`src/rtl/johnson_counter.sv`:
```
// Twisted-ring (Johnson) counter with decoded phase index, terminal-count strobe
// and illegal-pattern detection; illegal patterns are flushed to zero on the next edge.
module johnson_counter #(
    parameter int WIDTH = 4,
    parameter int PW    = $clog2(2 * WIDTH)
) (
    input  logic             clk,
    input  logic             rst,
    output logic [WIDTH-1:0] outBus,
    output logic [PW-1:0]    phase,
    output logic             tc,
    output logic             illegal
);

    localparam int NSTATES = 2 * WIDTH;
    localparam logic [WIDTH-1:0] TC_PAT = {1'b1, {(WIDTH-1){1'b0}}};

    if (WIDTH < 2 || WIDTH > 16) begin : g_width_check
        $error("johnson_counter: WIDTH must be in 2..16");
    end

    logic [WIDTH-1:0] cnt_q;
    logic [WIDTH-1:0] cnt_d;
    logic             legal;
    logic [PW-1:0]    phase_idx;

    // Phases 0..WIDTH fill ones from the LSB; later phases clear ones from the LSB.
    function automatic logic [WIDTH-1:0] pattern_of(input int k);
        logic [WIDTH-1:0] pat;
        pat = '0;
        for (int i = 0; i < WIDTH; i++) begin
            if (k <= WIDTH) begin
                pat[i] = (i < k);
            end else begin
                pat[i] = (i >= k - WIDTH);
            end
        end
        return pat;
    endfunction

    always_comb begin
        legal     = 1'b0;
        phase_idx = '0;
        for (int k = 0; k < NSTATES; k++) begin
            if (cnt_q == pattern_of(k)) begin
                legal     = 1'b1;
                phase_idx = PW'(k);
            end
        end
    end

    always_comb begin
        cnt_d = '0;
        if (legal) begin
            cnt_d = {cnt_q[WIDTH-2:0], ~cnt_q[WIDTH-1]};
        end
    end

    always_ff @(posedge clk or posedge rst) begin
        if (rst) begin
            cnt_q <= '0;
        end else begin
            cnt_q <= cnt_d;
        end
    end

    assign outBus  = cnt_q;
    assign phase   = phase_idx;
    assign tc      = (cnt_q == TC_PAT);
    assign illegal = ~legal;

endmodule

```
`config.mk`:
```
export PLATFORM = sky130hd
export DESIGN_NAME = johnson_counter
export DESIGN_NICKNAME = d
export VERILOG_FILES = /design/src/rtl/johnson_counter.sv
export SDC_FILE = /design/constraint.sdc
export NUM_CORES = 1
export LEC_CHECK = 0
export CAP_MARGIN = 10
export CORE_AREA = 2 2 39 41
export CTS_CLUSTER_SIZE = 16
export DETAILED_ROUTE_END_ITERATION = 6
export DIE_AREA = 0 0 41 43
export PLACE_DENSITY = 0.42
export SYNTH_ARGS = -nofsm -noshare
export SYNTH_HDL_FRONTEND = slang
export SYNTH_SLANG_ARGS = --single-unit
```
`constraint.sdc`:
```
create_clock -name clk -period 3.2 [get_ports clk]
set_input_delay 0.64 -clock clk [delete_from_list [all_inputs] [get_ports clk]]
set_output_delay 0.64 -clock clk [all_outputs]
set_load 0.02 [all_outputs]
```
==> impl_metrics.csv, run 1 <==
group,metric,value,unit
outcome,status,"complete, no violations",
floorplan,core_area,1384,um2
synthesis,yosys.cell_types.count,19,
sta,whs,586.9,ps
sta,drv_slew,0,
cts,cts_buffers,3,
synthesis,synthXorXnorAreaFrac,0,
power,switching_share,0.1768,
sta,period_minus_slack,2389,ps
floorplan,die_area,1763,um2
sta,skew,1.828,ps
cts,cts_hold_buf,0,
cells_and_area,largest_reg_flops,4,
synthesis,async_flop_share,1.000,
synthesis,syn_nets,30,
detailed_routing,vias,244,
synthesis,ys_warn_count,0,
cts,clock_tree.buffer_depth,2,
synthesis,synth_edf_count,0,
global_routing,antenna_found_initial,0,
cells_and_area,multi_input_area,140.1,um2
cells_and_area,num-fill-cells,159,
detailed_routing,drc_errors,0,
synthesis,synth_area_per_cell,9.250,um2
power,peakVddDrop,0.1205,mV
power,p_int,93.88,uW
synthesis,ys_seq_area_frac,0.3865,
cts,cts_root_buf,"clkbuf_4",
power,leakage,0.0001564,uW
cts,postCtsResizedCells,0,
critical_path,max_stage_delay,620,ps
critical_path,path_class,"flop to primary output",
cts,clkTransAtPathRegs,40,ps
run,maxCapViolations,0,
global_routing,grt_overflow,0,
synthesis,yosysTopAreaCell,"dfrtp_1",
synthesis,synth_ff_type,"dfrtp_1",
hold_path,hold_class,"input port to asynchronous set/reset pin",
placed_design,dpl.hpwl,436.7,um
cts,cts_setup_buffers,0,
sta,hold_violations,0,
power,power.density,292.1,nW/um2
floorplan,fp.dieH,43,um
detailed_routing,ant_nets,0,
synthesis,synth_top_family_by_area,"simple AND/OR/NAND/NOR gates",
detailed_routing,drt-pass1-iter-count,1,
detailed_routing,drt_iter0_markers,0,
placed_design,pre_cts_ws,1049,ps
power,p_seq_frac,0.446,
floorplan,num_rows,14,
cts,clock-sinks,4,
critical_path,slowest_stage,"clkdlybuf4s50_1",
detailed_routing,post_drt_via_cell_ratio,4.357,
sta,worstMarginPinSlew,304.5,ps
synthesis,syn_inst,28,
placed_design,port-buffer-count,10,
placed_design,gp_congestion,0.7313,
power,power,114.0,uW
sta,period_share,0.7465,
cts,cts.htree.levels,1,
power,clockPowerShare,0.535,
floorplan,initial_core_util,0.1872,
critical_path,reg2reg_setup_slack,2240,ps
global_routing,grt_pass1_wl,1028,um
sta,setup_tns,0,ps
sta,fmax,418.6,MHz
global_routing,grt_max_degree,11,
cts,cts_tree,"done",
floorplan,die_w,41,um
sta,setup_slack,811.1,ps
sta,rsz0062_at_grt,"false",
power,power_frac_comb,0.018,
critical_path,path_cells,"or2_4, a22oi_2, clkdlybuf4s50_1",
cells_and_area,n_antenna_cell,0,
critical_path,arrival,1750,ps
critical_path,required,2560,ps
detailed_routing,routedWlPerCell,10.39,um
critical_path,cp_max_fo,10,
sta,setup_viol,0,
floorplan,io_pins,11,
synthesis,synth-adder-area-share,0,
synthesis,yosysTopAreaCellShare,0.3865,
synthesis,netlist_area,259.0,um2
synthesis,synth-simple-area-share,0.2995,
detailed_routing,wirelength,582,um
synthesis,synth_area_leaders,"dfrtp_1 (39%), o21ai_2 (6.8%), nand2_1 (5.8%), a22oi_2 (4.8%), and2_1 (4.8%)",
synthesis,synth_compound_area_frac,0.2415,
power,p_switching,20.17,uW
cells_and_area,fin_nets,44,
global_routing,grt_pass1_vias,248,
synthesis,muxShareOfSynthArea,0,
cts,clkLatencyLatePin,230,ps
critical_path,worst-r2r-cell-count,3,
synthesis,yosys-top-cells-count,"dfrtp_1 (4), nand2_1 (4), and2_1 (2), o21ai_0 (2), o21ai_2 (2)",
critical_path,worstSetupEndpointType,"primary output",
sta,slew_headroom,0.7970,
critical_path,crit_path_start_kind,"flop",
cells_and_area,drive_gt1_frac,0.2500,
global_routing,track_usage,0.09063,
cells_and_area,area_growth,50.72,%
cells_and_area,regArea,100.1,um2
synthesis,ys_ff_latch,4,
logic make-up after synthesis:
group                  after synthesis
flip-flops                           4
AO/OA/AOI/OAI                        8
AND/OR/NAND/NOR                     13
buffers and inverters                3
final timing paths:
kind / start / end
max: outBus[1] / phase[0]
min: rst / outBus[0]
min in group clk: outBus[3] / outBus[0]
min reg2reg: outBus[3] / outBus[0]
max reg2reg: outBus[1] / outBus[1]
max in group asynchronous: rst / outBus[1]
layer usage:
metal	part of all wire	routed length [um]	up-vias	global-route usage
met5	0	0	-	0
met4	0	0	0	0.04000
met3	0.046	27	0	0.04712
met2	0.50	291	6	0.1313
met1	0.45	263	117	0.1071
li1	-	-	121	-
cell usage in the layout (no fill, tap or decap), drive strengths merged:
master	synthesis	layout
nand2	5	5
dfrtp	4	4
nor2b	1	1
a22oi	1	1
nor4b	1	1
nand3	1	1
a21boi	2	2
a211oi	1	1
clkdlybuf4s50	0	10
inv	2	2
nand2b	1	1
clkbuf	0	3
and2	2	2
nor2	1	1
or2	1	1
o21ai	4	4
worst max-delay path, delay by kind of cell, from the launching register on:
family	cells	cell delay [ps]
AO/OA/AOI/OAI	1	120
buffers and inverters	1	620
flip-flops	1	470
AND/OR/NAND/NOR	1	300
through the flow:
stage / area (um2) / util / std cells
floorplan: 259.0 / - / 28
global placement: 367.9 / 0.2658 / 53
detailed placement: 367.9 / 0.2658 / 53
CTS: 390.4 / 0.2821 / 56
global route: 390.4 / 0.2821 / 56
finish: 390.4 / 0.2821 / 56
layout make-up:
cell class              count  share of cell area
flip-flops and latches      4              0.2564
repair buffers             10              0.2564
multi-input cells          21              0.3590
inverters                   2             0.01923
clock buffers               3             0.05769
well taps                  16             0.05128
power by group through the flow:
| stage | clock network [uW] | logic (uW) | registers (uW) |
|---|---|---|---|
| floorplan | 0 | 0.843 | 51.5 |
| global placement | 0 | 2.19 | 51.5 |
| detailed placement | 0 | 2.19 | 51.5 |
| CTS | 64.0 | 2.23 | 50.9 |
| global route | 69.3 | 2.58 | 50.8 |
| finish | 61.1 | 2.11 | 50.9 |
No activity file was read; power rests on OpenSTA's default activity.
==> run 2, diff against run 1 <==
==> constraint.sdc (replaced) <==
create_clock -name clk -period 2.2 [get_ports clk]
set_input_delay 0.44 -clock clk [delete_from_list [all_inputs] [get_ports clk]]
set_output_delay 0.44 -clock clk [all_outputs]
set_load 0.02 [all_outputs]
==> run 2 against run 1 <==
Compared with the run above:
- design area grew 0.96%
- clock skew shrank 0.93 ps
- global-route usage grew 0.81 points
- non-clock buffer count is the same
- via count shrank 0.82%
- cell count is the same
- clock-buffer cell count is the same
- worst hold slack lost 200 ps
- critical path depth grew 1
- worst setup slack lost 670 ps
- register-to-register slack lost 970 ps
- critical path type unchanged
- critical endpoint is now illegal
- largest power group unchanged
- highest routed layer unchanged
==> impl_metrics.csv, run 2 (synthesis results as in run 1) <==
group,metric,value,unit
sta,period_minus_slack,2063,ps
cells_and_area,fin_nets,44,
detailed_routing,post_drt_via_cell_ratio,4.321,
power,clockPowerShare,0.534,
power,switching_share,0.1747,
critical_path,required,1760,ps
sta,worstMarginPinSlew,293.3,ps
detailed_routing,drt_iter0_markers,1,
cts,clock_tree.buffer_depth,2,
power,p_switching,28.89,uW
critical_path,worst-r2r-cell-count,3,
power,power_frac_comb,0.019,
critical_path,cp_max_fo,10,
cells_and_area,num-fill-cells,149,
global_routing,track_usage,0.09869,
sta,slew_headroom,0.8045,
critical_path,arrival,1620,ps
power,p_seq_frac,0.447,
cts,clock-sinks,4,
cts,cts_buffers,3,
critical_path,crit_path_start_kind,"flop",
floorplan,fp.dieH,43,um
global_routing,grt_overflow,0,
global_routing,antenna_found_initial,0,
cts,clkTransAtPathRegs,40,ps
cells_and_area,n_antenna_cell,0,
placed_design,port-buffer-count,10,
cts,cts_root_buf,"clkbuf_4",
outcome,status,"complete, no violations",
sta,drv_slew,0,
detailed_routing,drc_errors,0,
power,p_int,136.5,uW
cells_and_area,fin_cells,56,
detailed_routing,routedWlPerCell,10.63,um
floorplan,initial_core_util,0.1872,
hold_path,hold_class,"input port to asynchronous set/reset pin",
cells_and_area,area_growth,52.17,%
floorplan,core_area,1384,um2
cts,cts_setup_buffers,0,
global_routing,grt_max_degree,11,
sta,hold_violations,0,
cells_and_area,drive_gt1_frac,0.3000,
placed_design,dp_cells,53,
cells_and_area,largest_reg_flops,4,
floorplan,die_w,41,um
cells_and_area,most-common-layout-cells,"clkdlybuf4s50_1 (8), nand2_1 (4), clkbuf_4 (3)",
detailed_routing,drt-pass1-iter-count,3,
detailed_routing,ant_nets,0,
critical_path,path_class,"flop to primary output",
detailed_routing,vias,242,
floorplan,die_area,1763,um2
power,leakage,0.0001696,uW
sta,setup_viol,0,
global_routing,grt_pass1_wl,1076,um
floorplan,io_pins,11,
sta,setup_tns,0,ps
cts,clkLatencyLatePin,230,ps
cells_and_area,final_common_cell,"clkdlybuf4s50_1",
sta,rsz0062_at_grt,"false",
critical_path,worstSetupEndpointType,"primary output",
placed_design,gp_congestion,0.7148,
cells_and_area,final_util,0.2848,
sta,period_share,0.9376,
cts,cts.htree.levels,1,
run,maxCapViolations,0,
sta,fmax,484.8,MHz
power,peakVddDrop,0.1363,mV
cts,cts_tree,"done",
floorplan,num_rows,14,
placed_design,dpl.hpwl,444.7,um
sta,skew,0.8958,ps
detailed_routing,wirelength,595,um
global_routing,grt_pass1_vias,272,
power,power.density,419.6,nW/um2
cts,cts_hold_buf,0,
run 2: stage by stage:
| stage | setup slack, ps | total power (uW) | instance area, um2 | hold WS [ps] |
|---|---|---|---|---|
| after CTS | 49.99 | 171.0 | 389.1 | 390.7 |
| after global placement | 261.1 | 78.10 | 367.9 | 632.0 |
| after detailed placement | 236.9 | 78.15 | 367.9 | 633.7 |
| after global routing | 20.13 | 181.7 | 394.1 | 405.0 |
| final | 137.3 | 165.4 | 394.1 | 391.5 |
| after floorplan | 382.0 | 76.14 | 259.0 | 206.1 |
run 2: area by class of cell:
cell class | instances | area [um2] | share of cell area
inverter | 2 | 7.507 | 0.01905
timing repair buffer | 10 | 101.3 | 0.2571
sequential | 4 | 102.6 | 0.2603
clock buffer | 3 | 22.52 | 0.05714
tap | 16 | 20.02 | 0.05079
multi-input combinational | 21 | 140.1 | 0.3556
run 2: final timing paths:
kind                            from         to  slack [ps]
setup reg to reg           outBus[0]  outBus[3]        1270
hold / removal                   rst  outBus[0]         390
min in group clk           outBus[1]  outBus[0]         580
setup / recovery           outBus[1]    illegal         140
max in group asynchronous        rst  outBus[1]        1650
hold reg to reg            outBus[1]  outBus[0]         580
run 2: repair_timing:
action | 4_1_cts | 5_1_grt
pin swaps | 0 | 0
setup endpoints to repair | 1 | 2
gates resized for setup | 1 | 3
run 2: per-layer routing:
| metal | track usage | part of all wire | up-vias |
|---|---|---|---|
| met4 | 0.08000 | 0 | 0 |
| met1 | 0.08766 | 0.38 | 113 |
| met3 | 0.07330 | 0.066 | 0 |
| met5 | 0 | 0 | - |
| met2 | 0.1406 | 0.55 | 8 |
| li1 | - | - | 121 |
run 2: power by group through the flow:
stage          clock network, uW  registers (uW)  logic, uW
2_1_floorplan                  0            74.9       1.23
3_3_place_gp                   0            74.9       3.19
5_1_grt                      104            73.9       3.75
4_1_cts                     93.7            74.0       3.30
3_5_place_dp                   0            74.9       3.24
6_report                    88.3            74.0       3.14
run 2: worst max-delay path, cell delays in order (launching register included):
cell	delay (ps)
dfrtp_2	460
or2_4	280
nand3_2	70
o21ai_2	50
clkdlybuf4s50_1	530
